<file path="config.mk">
export PLATFORM = sky130hd
export DESIGN_NAME = spi_command_sender
export DESIGN_NICKNAME = d
export VERILOG_FILES = /design/src/rtl/spi_command_sender_pkg.sv /design/src/rtl/spi_byte_writer.sv /design/src/rtl/spi_command_sender.sv
export SDC_FILE = /design/constraint.sdc
export NUM_CORES = 1
export LEC_CHECK = 0
export CELL_PAD_IN_SITES_DETAIL_PLACEMENT = 1
export CELL_PAD_IN_SITES_GLOBAL_PLACEMENT = 2
export CORE_MARGIN = 10
export CORE_UTILIZATION = 34
export CTS_CLUSTER_DIAMETER = 80
export DETAILED_ROUTE_END_ITERATION = 12
export HOLD_SLACK_MARGIN = 0.15
export PLACE_DENSITY_LB_ADDON = 0.1
export SLEW_MARGIN = 20
export SYNTH_ARGS = -nofsm -noshare
export SYNTH_HDL_FRONTEND = slang
export SYNTH_SLANG_ARGS = --single-unit
</file>
<file path="constraint.sdc">
create_clock -name clock -period 2.35 [get_ports clock]
set_clock_uncertainty 0.2 [all_clocks]
set_input_delay 0.235 -clock clock [delete_from_list [all_inputs] [get_ports clock]]
set_output_delay 0.235 -clock clock [all_outputs]
set_load 0.02 [all_outputs]
</file>
<file path="src/rtl/spi_command_sender_pkg.sv">
// Shared constants and types for the SPI command sender.
// Holds the command codes, sprite geometry, default SCK divider,
// shifter widths and the sender FSM state encoding.
package spi_command_sender_pkg;

   // Command byte codes understood by the display controller
   localparam logic [7:0] COMMAND_NOP         = 8'h00;
   localparam logic [7:0] COMMAND_SAVE_SPRITE = 8'h01;
   localparam logic [7:0] COMMAND_DRAW        = 8'h02;

   // Sprite memory geometry seen by the receiving side
   localparam int unsigned SPRITE_NUM       = 512;
   localparam int unsigned SPRITE_ADDR_SIZE = 9;

   // Default system clocks per SCK half-period
   localparam int unsigned SPI_CLK_DIV = 4;

   // Shifter geometry
   localparam int unsigned BYTE_W    = 8;
   localparam int unsigned BIT_CNT_W = 3;

   typedef enum logic [2:0] {
      ST_IDLE,
      ST_SETUP,
      ST_FETCH,
      ST_WAIT,
      ST_SHIFT,
      ST_HOLD,
      ST_GAP
   } state_e;

endpackage

</file>
<file path="src/rtl/spi_byte_writer.sv">
// MSB-first byte shifter with bit counter for the SPI command sender.
// Ports: clock/reset_n; load/load_data loads a new byte and clears the
// bit counter; shift advances one bit; clear empties the shifter so the
// line idles low; msb is the registered serial output; last_bit_c flags
// that the current bit is bit 0 of the byte.
module spi_byte_writer
   import spi_command_sender_pkg::*;
(
   input  logic              clock,
   input  logic              reset_n,
   input  logic              load,
   input  logic [BYTE_W-1:0] load_data,
   input  logic              shift,
   input  logic              clear,
   output logic              msb,
   output logic              last_bit_c
);

   logic [BYTE_W-1:0]    sr_q, sr_d;
   logic [BIT_CNT_W-1:0] bit_q, bit_d;

   // Shift register and bit counter update
   always_comb begin
      sr_d  = sr_q;
      bit_d = bit_q;
      if (clear) begin
         sr_d  = '0;
         bit_d = '0;
      end else if (load) begin
         sr_d  = load_data;
         bit_d = '0;
      end else if (shift) begin
         sr_d  = {sr_q[BYTE_W-2:0], 1'b0};
         bit_d = bit_q + BIT_CNT_W'(1);
      end
   end

   always_ff @(posedge clock or negedge reset_n) begin
      if (!reset_n) begin
         sr_q  <= '0;
         bit_q <= '0;
      end else begin
         sr_q  <= sr_d;
         bit_q <= bit_d;
      end
   end

   assign msb        = sr_q[BYTE_W-1];
   assign last_bit_c = (bit_q == BIT_CNT_W'(BYTE_W - 1));

endmodule

</file>
<file path="src/rtl/spi_command_sender.sv">
// SPI mode-0 master that sends a command byte followed by len payload
// bytes fetched one at a time from an external byte memory.
// Ports: clock/reset_n; start/cmd/len request a frame (sampled in IDLE);
// rd_req/rd_addr/rd_data fetch payload bytes (data one clock after req);
// busy covers the whole frame plus the inter-frame gap; done pulses when
// cs_n deasserts; cs_n/sck/mosi are the SPI master lines.
module spi_command_sender
   import spi_command_sender_pkg::*;
#(
   parameter int unsigned CLK_DIV = SPI_CLK_DIV
) (
   input  logic        clock,
   input  logic        reset_n,
   input  logic        start,
   input  logic [7:0]  cmd,
   input  logic [15:0] len,
   output logic        rd_req,
   output logic [15:0] rd_addr,
   input  logic [7:0]  rd_data,
   output logic        busy,
   output logic        done,
   output logic        cs_n,
   output logic        sck,
   output logic        mosi
);

   localparam int unsigned CNT_W = (CLK_DIV > 1) ? $clog2(CLK_DIV) : 1;
   localparam logic [CNT_W-1:0] CNT_LAST = CNT_W'(CLK_DIV - 1);

   state_e            state_q, state_d;
   logic [CNT_W-1:0]  cnt_q, cnt_d;
   logic [15:0]       len_q, len_d;
   logic [15:0]       idx_q, idx_d;
   logic [15:0]       rd_addr_q, rd_addr_d;
   logic              sck_q, sck_d;
   logic              cs_n_q, cs_n_d;
   logic              busy_q, busy_d;
   logic              done_q, done_d;
   logic              rd_req_q, rd_req_d;

   logic              phase_end_c;
   logic              bw_load_c, bw_shift_c, bw_clear_c, bw_last_c;
   logic [7:0]        bw_data_c;
   logic              bw_msb;

   spi_byte_writer u_byte_writer (
      .clock      (clock),
      .reset_n    (reset_n),
      .load       (bw_load_c),
      .load_data  (bw_data_c),
      .shift      (bw_shift_c),
      .clear      (bw_clear_c),
      .msb        (bw_msb),
      .last_bit_c (bw_last_c)
   );

   assign phase_end_c = (cnt_q == CNT_LAST);

   // Next-state, SCK phase timing and shifter control
   always_comb begin
      state_d    = state_q;
      cnt_d      = phase_end_c ? '0 : cnt_q + CNT_W'(1);
      len_d      = len_q;
      idx_d      = idx_q;
      rd_addr_d  = rd_addr_q;
      sck_d      = sck_q;
      cs_n_d     = cs_n_q;
      busy_d     = busy_q;
      done_d     = 1'b0;
      rd_req_d   = 1'b0;
      bw_load_c  = 1'b0;
      bw_data_c  = cmd;
      bw_shift_c = 1'b0;
      bw_clear_c = 1'b0;

      unique case (state_q)
         ST_IDLE: begin
            cnt_d = '0;
            if (start) begin
               state_d   = ST_SETUP;
               busy_d    = 1'b1;
               cs_n_d    = 1'b0;
               len_d     = len;
               idx_d     = '0;
               bw_load_c = 1'b1;
            end
         end
         // Low phase ahead of the first cmd bit
         ST_SETUP: begin
            if (phase_end_c) begin
               state_d = ST_SHIFT;
               sck_d   = 1'b1;
            end
         end
         ST_SHIFT: begin
            if (phase_end_c) begin
               if (!sck_q) begin
                  sck_d = 1'b1;
               end else begin
                  sck_d = 1'b0;
                  if (!bw_last_c) begin
                     bw_shift_c = 1'b1;
                  end else if (idx_q != len_q) begin
                     state_d   = ST_FETCH;
                     rd_req_d  = 1'b1;
                     rd_addr_d = idx_q;
                  end else begin
                     state_d = ST_HOLD;
                  end
               end
            end
         end
         ST_FETCH: begin
            cnt_d   = '0;
            idx_d   = idx_q + 16'd1;
            state_d = ST_WAIT;
         end
         // rd_data is valid here; next SHIFT starts with a low phase
         ST_WAIT: begin
            cnt_d     = '0;
            bw_load_c = 1'b1;
            bw_data_c = rd_data;
            state_d   = ST_SHIFT;
         end
         ST_HOLD: begin
            if (phase_end_c) begin
               state_d    = ST_GAP;
               cs_n_d     = 1'b1;
               done_d     = 1'b1;
               bw_clear_c = 1'b1;
            end
         end
         ST_GAP: begin
            if (phase_end_c) begin
               state_d = ST_IDLE;
               busy_d  = 1'b0;
            end
         end
         default: begin
            state_d = ST_IDLE;
         end
      endcase
   end

   always_ff @(posedge clock or negedge reset_n) begin
      if (!reset_n) begin
         state_q   <= ST_IDLE;
         cnt_q     <= '0;
         len_q     <= '0;
         idx_q     <= '0;
         rd_addr_q <= '0;
         sck_q     <= 1'b0;
         cs_n_q    <= 1'b1;
         busy_q    <= 1'b0;
         done_q    <= 1'b0;
         rd_req_q  <= 1'b0;
      end else begin
         state_q   <= state_d;
         cnt_q     <= cnt_d;
         len_q     <= len_d;
         idx_q     <= idx_d;
         rd_addr_q <= rd_addr_d;
         sck_q     <= sck_d;
         cs_n_q    <= cs_n_d;
         busy_q    <= busy_d;
         done_q    <= done_d;
         rd_req_q  <= rd_req_d;
      end
   end

   assign rd_req  = rd_req_q;
   assign rd_addr = rd_addr_q;
   assign busy    = busy_q;
   assign done    = done_q;
   assign cs_n    = cs_n_q;
   assign sck     = sck_q;
   assign mosi    = bw_msb;

endmodule
</file>
### Yosys cells after proc, flatten, opt, wreduce, memory -nomap -nowiden

Index checks and enable logic that the tools add are counted.

* memories kept: 0
* output and inout port bits: 22
* input port bits: 35
* memory bits (writable): 0
* register bits: 69
* ROM bits: 0
* logic and storage cells: 87
* bits in latches: 0

* $add $sub $neg: 3
* reductions and logical operators: 14
* bitwise operators: 0
* $lt $le $gt $ge: 0
* divide/modulo/power cells: 0
* equality and inequality tests: 16
* $mul: 0
* shift-type cells: 0
* mux-type cells: 42

Operators with widths (number)
* 2-to-1 mux 3 bit: 11
* 2-to-1 mux 8 bit: 4
* one-hot mux 16 bit (2 select lines): 1
* one-hot mux 3 bit (7 select lines): 1
* 2-to-1 mux 1 bit: 18
* adder 16 x 1 -> 16 bit (second input constant): 1
* 2-to-1 mux 16 bit: 1
* inequality test 16 bit: 1
* inequality test 2 bit (second input constant): 7
* == test 3 bit (second input constant): 4
* AND reduction 3 bit: 3
* one-hot mux 1 bit (2 select lines): 4
* nonzero test 2 bit: 4
* AND reduction 7 bit: 1
* == test 3 x 2 -> 1 bit (second input constant): 2
* AND reduction 5 bit: 1
* 2-to-1 mux 2 bit: 2
* AND reduction 2 bit: 2
* adder 3 x 1 -> 3 bit (second input constant): 1
* == test 3 x 1 -> 1 bit (second input constant): 1
* logical NOT 3 bit: 1
* nonzero test 3 bit: 1
* OR reduction 3 bit: 1
* adder 2 x 1 -> 2 bit (second input constant): 1
* == test 2 bit (second input constant): 1

### Longest topological paths before layout

* depth in word-level cells: 8
* depth in mapped cells: 8

### Hierarchy

From an unflattened synthesis, not the netlist that was laid out.

* cells, all modules: 317
* area total of the unflattened synthesis: 3395.8 um^2

By module, submodules not included
* spi_command_sender: area an instance 2844.0 um^2, seq. area each 1452.6 um^2, cells an instance 270, instances 1
* spi_byte_writer: area an instance 551.8 um^2, seq. area each 275.3 um^2, cells an instance 47, instances 1

### Least setup slack after synthesis

OpenSTA, ideal clock, no wires.

* path kind: reg2reg
* start point: register idx_q[7]
* end point: register rd_addr_q[10], in the netlist rd_addr[10]
* arrival: 1.748 ns
* cell stages (with the launch flop): 9
* path buffers: 3
* path slack: 0.277 ns
* data required time: 2.025 ns
* cell sequence: dfrtp_1 buf_6 xnor2_1 nand4_1 nor4_2 and3b_1 buf_6 buf_6 mux2_4

* word-level cells in the longest chain between the ends: 2

Ends and longest elaborated chain
* from (decl): line spi_command_sender.sv:33 `logic [15:0] idx_q, idx_d;`
* from (signal assigned): line spi_command_sender.sv:161 `idx_q <= idx_d;`
* inequality test 16 bit: line spi_command_sender.sv:103 `end else if (idx_q != len_q) begin`
* AND reduction 5 bit (no source line)
* to (signal assigned): line spi_command_sender.sv:162 `rd_addr_q <= rd_addr_d;`
* to (decl): line spi_command_sender.sv:34 `logic [15:0] rd_addr_q, rd_addr_d;`

Every way passes these cells.
A chain may end at the register's enable or synchronous reset.

### Worst setup path after layout

* start point: register idx_q[14]
* end point: register rd_addr_q[4], in the netlist rd_addr[4]

The elaborated chain is that of the path after synthesis.

==> out/metrics.yaml <==
pre_antenna_drt_iters: 4
cp_cell_sequence: "xnor2_1 -> nand4_1 -> nor4_4 -> and3b_1 -> buf_4 -> mux2_1"
die_area_sq_mm: 0.0141
hold_path_end: "len_q[0]"
synthToLayoutAreaGrowth_pct: 31.3
finalWirelength_um: 8900
post-place-cells: 517
yosys_warnings: 0
final_net_count: 435
grt.overflow.total: 0
reg2reg_setup_slack_ns: 0.10
worstPathRequired_ns: 2.39
ys_dominant_reg_cell: "dfrtp_1"
pin_count_of_the_biggest_net_entering_global_routing: 36
ios: 57
worstHoldPathType: "in -> reg"
critical_path.top_delay_family: "simple AND/OR/NAND/NOR gates"
critical_path.max_stage_delay_ns: 0.43
vias_per_cell: 4.85
grt_antenna_before_repair: 0
std_cell_rows: 36
post_layout_util_pct: 45.2
critical_path.startpoint_type: "register"
die_h_um: 119
power.static_leakage_uw: 0.00195
period_minus_slack_ns: 2.25
timing.slew.headroom_pct: 55.9
crit-reg2reg-launch: "idx_q[14]"
power_density_mw_per_mm2: 534
path_clk_slew_ns: 0.09
routed_wire_length_per_instance_um: 16.7
cts.repair_timing.setup_buffer_count: 0
synth.net_count: 357
rr_worst_depth: 6
switching_share_pct: 24.2
initial_utilization_pct: 34.5
whs_path_depth: 3
cts_root_buf: "clkbuf_8"
peakVddDrop_mv: 0.233
die_width_um: 119
outcome: "finished, final reports clean"
layout-drive-gt1-share_pct: 14.7
async_flop_share_pct: 100
cts.sinks: 69
fin_total_pwr_uw: 2330
ctsHtreeMaxLevel: 3
synth.ff_latch_count: 69
track_usage_pct: 13.1
cp_max_fo: 11
hold_vio_cnt_final: 0
synth-edff-count: 0
layout_worst_path_cycle_share_pct: 95.7
post-route-drc-count: 0
power.share.clock_pct: 42.8
drt-initial-drc-count: 89
synthesis.area_sq_mm: 0.00332
final_common_cell: "dfrtp_1"
grt_pass1_wl_um: 14800
cts_tree: "built"
fmax_mhz: 445
clock_latency_at_the_later_pin_of_the_worst_skew_pair_ns: 0.36
finalSetupViolCount: 0
pwr-share-comb_pct: 5.0
globalplace.congestion: 0.783
power.share.sequential_pct: 52.2
n_antenna_cell: 0
vias: 2590
setup.worst_path.end_class: "register"
fillerInstances: 1119
maxcap_viol_count: 0
path_buf_inv: 1
reg2reg_to: "rd_addr[4]"
synthDistinctLibCells: 45
worst_pin_slew_ns: 0.660
p_sw_uw: 563
core_area_sq_mm: 0.00964
critPathSlowestCell: "dfrtp_1"
layout_common_cells: "dfrtp_1, nand2_1, clkdlybuf4s50_1"
grt_setup_unrepaired: "false"
antenna_violating_nets_post_route: 0
timing.setup.critical_path_class: "reg -> reg"
portBuffers: 56
synthesis.area_per_instance_sq_um: 10.4
cts-buffers-inserted: 9
final_cells: 534
max_slew_vio_count: 0
grt_pass1_vias: 2880
data_arrival_time_of_the_critical_path_ns: 2.28
hpwlAfterDp_um: 6590
hp-start: "len[0]"
p_int_uw: 1770
final.setup.tns_ns: 0
ys_seq_area_share_pct: 52.0
synthCells: 318
max-clock-path-buffers: 2
power groups by stage:
stage               sequential (uW)  clock (uW)  combinational, uW
finish                         1210         997                117
global route                   1220        1090                132
CTS                            1220        1020                121
detailed placement             1240           0                119
global placement               1240           0                117
floorplan                      1240           0               27.1
metal layers:
| layer | GRT usage, % | vias up | part of all wire [%] |
|---|---|---|---|
| met3 | 4.06 | 12 | 4.2 |
| met4 | 5.19 | 0 | 1.7 |
| met5 | 0 | - | 0 |
| met2 | 19.5 | 44 | 44 |
| li1 | - | 1272 | - |
| met1 | 17.3 | 1262 | 50 |
cells by family (layout without fill, tap and decap cells):
group	Yosys count	count (layout)	synth area share, %
compound gates	60	60	11.4
xor+xnor	17	17	4.71
fa+ha+maj	4	4	1.51
buf+inv	22	105	3.84
flops	69	69	52.0
mux	27	27	9.64
simple gates	119	119	16.9
tightest hold or removal path: stages:
cell	delay, ns
clkdlybuf4s50_1	0.39
nand2_1	0.06
nand2_1	0.04
cells in the mapped netlist (2+ instances only):
library cell,count,share of area (%)
inv_1,3,0.34
o2bb2ai_1,7,1.8
nand4_1,8,1.5
dfrtp_1,68,51
nand2_1,66,7.5
o21ai_1,10,1.5
xnor2_1,16,4.2
nor2b_1,2,0.38
buf_2,3,0.45
a31oi_1,3,0.57
ha_1,4,1.5
and4_1,3,0.79
o41ai_1,2,0.53
mux2_4,8,3.6
clkbuf_1,9,1.0
nor3_1,5,0.75
o31ai_1,4,0.90
nand3_1,13,2.0
and3_1,2,0.38
buf_6,5,1.7
mux2i_1,11,3.3
a21oi_1,11,1.7
mux2_1,8,2.7
nor2_1,13,1.5
o21ai_0,14,2.1
layout make-up:
class                           count  area, sq um  area share (%)
Clock inverter                      7         75.1            1.72
Timing Repair Buffer               85          776            17.8
Tap cell                          133          166            3.82
Inverter                            4         15.0           0.344
Clock buffer                        9          124            2.84
Sequential cell                    69         1730            39.6
Multi-Input combinational cell    227         1480            33.9
worst max-delay path by stage:
| stage | cells after the start | endpoint | slack [ns] | start |
|---|---|---|---|---|
| final | 6 | rd_addr[4] | 0.10 | idx_q[14] |
| after CTS | 6 | rd_addr[4] | 0.06 | idx_q[14] |
| after floorplan | 8 | rd_addr[10] | 0.28 | idx_q[7] |
| after global routing | 6 | rd_addr[1] | 0.006 | idx_q[14] |
| after global placement | 6 | rd_addr[5] | 0.13 | idx_q[14] |
| after detailed placement | 6 | rd_addr[5] | 0.09 | idx_q[14] |
state kept, by name, indices dropped and copies added, names as in the netlist:
| register | flops |
|---|---|
| idx_q | 16 |
| u_byte_writer.bit_q | 3 |
| len_q | 16 |
| cnt_q | 2 |
| u_byte_writer.sr_q | 8 |
| rd_addr | 16 |
| cs_n | 1 |
| rd_req | 1 |
| sck | 1 |
| state_q | 3 |
| busy | 1 |
| done | 1 |
metrics by stage:
stage | area, sq um | hold WS [ns] | worst slack [ns]
floorplan | 3320 | -0.261 | 0.277
global placement | 4140 | 0.115 | 0.126
detailed placement | 4140 | 0.113 | 0.0914
CTS | 4350 | 0.191 | 0.0601
global route | 4360 | 0.190 | 0.00561
finish | 4360 | 0.195 | 0.102
what timing repair did:
action / 4_1_cts / 5_1_grt
setup endpoints to repair: 0 / 8
hold endpoints to repair: 69 / 0
hold buffers: 1 / 0
resized for setup: 0 / 2
Power figures use the tool's default switching activity.
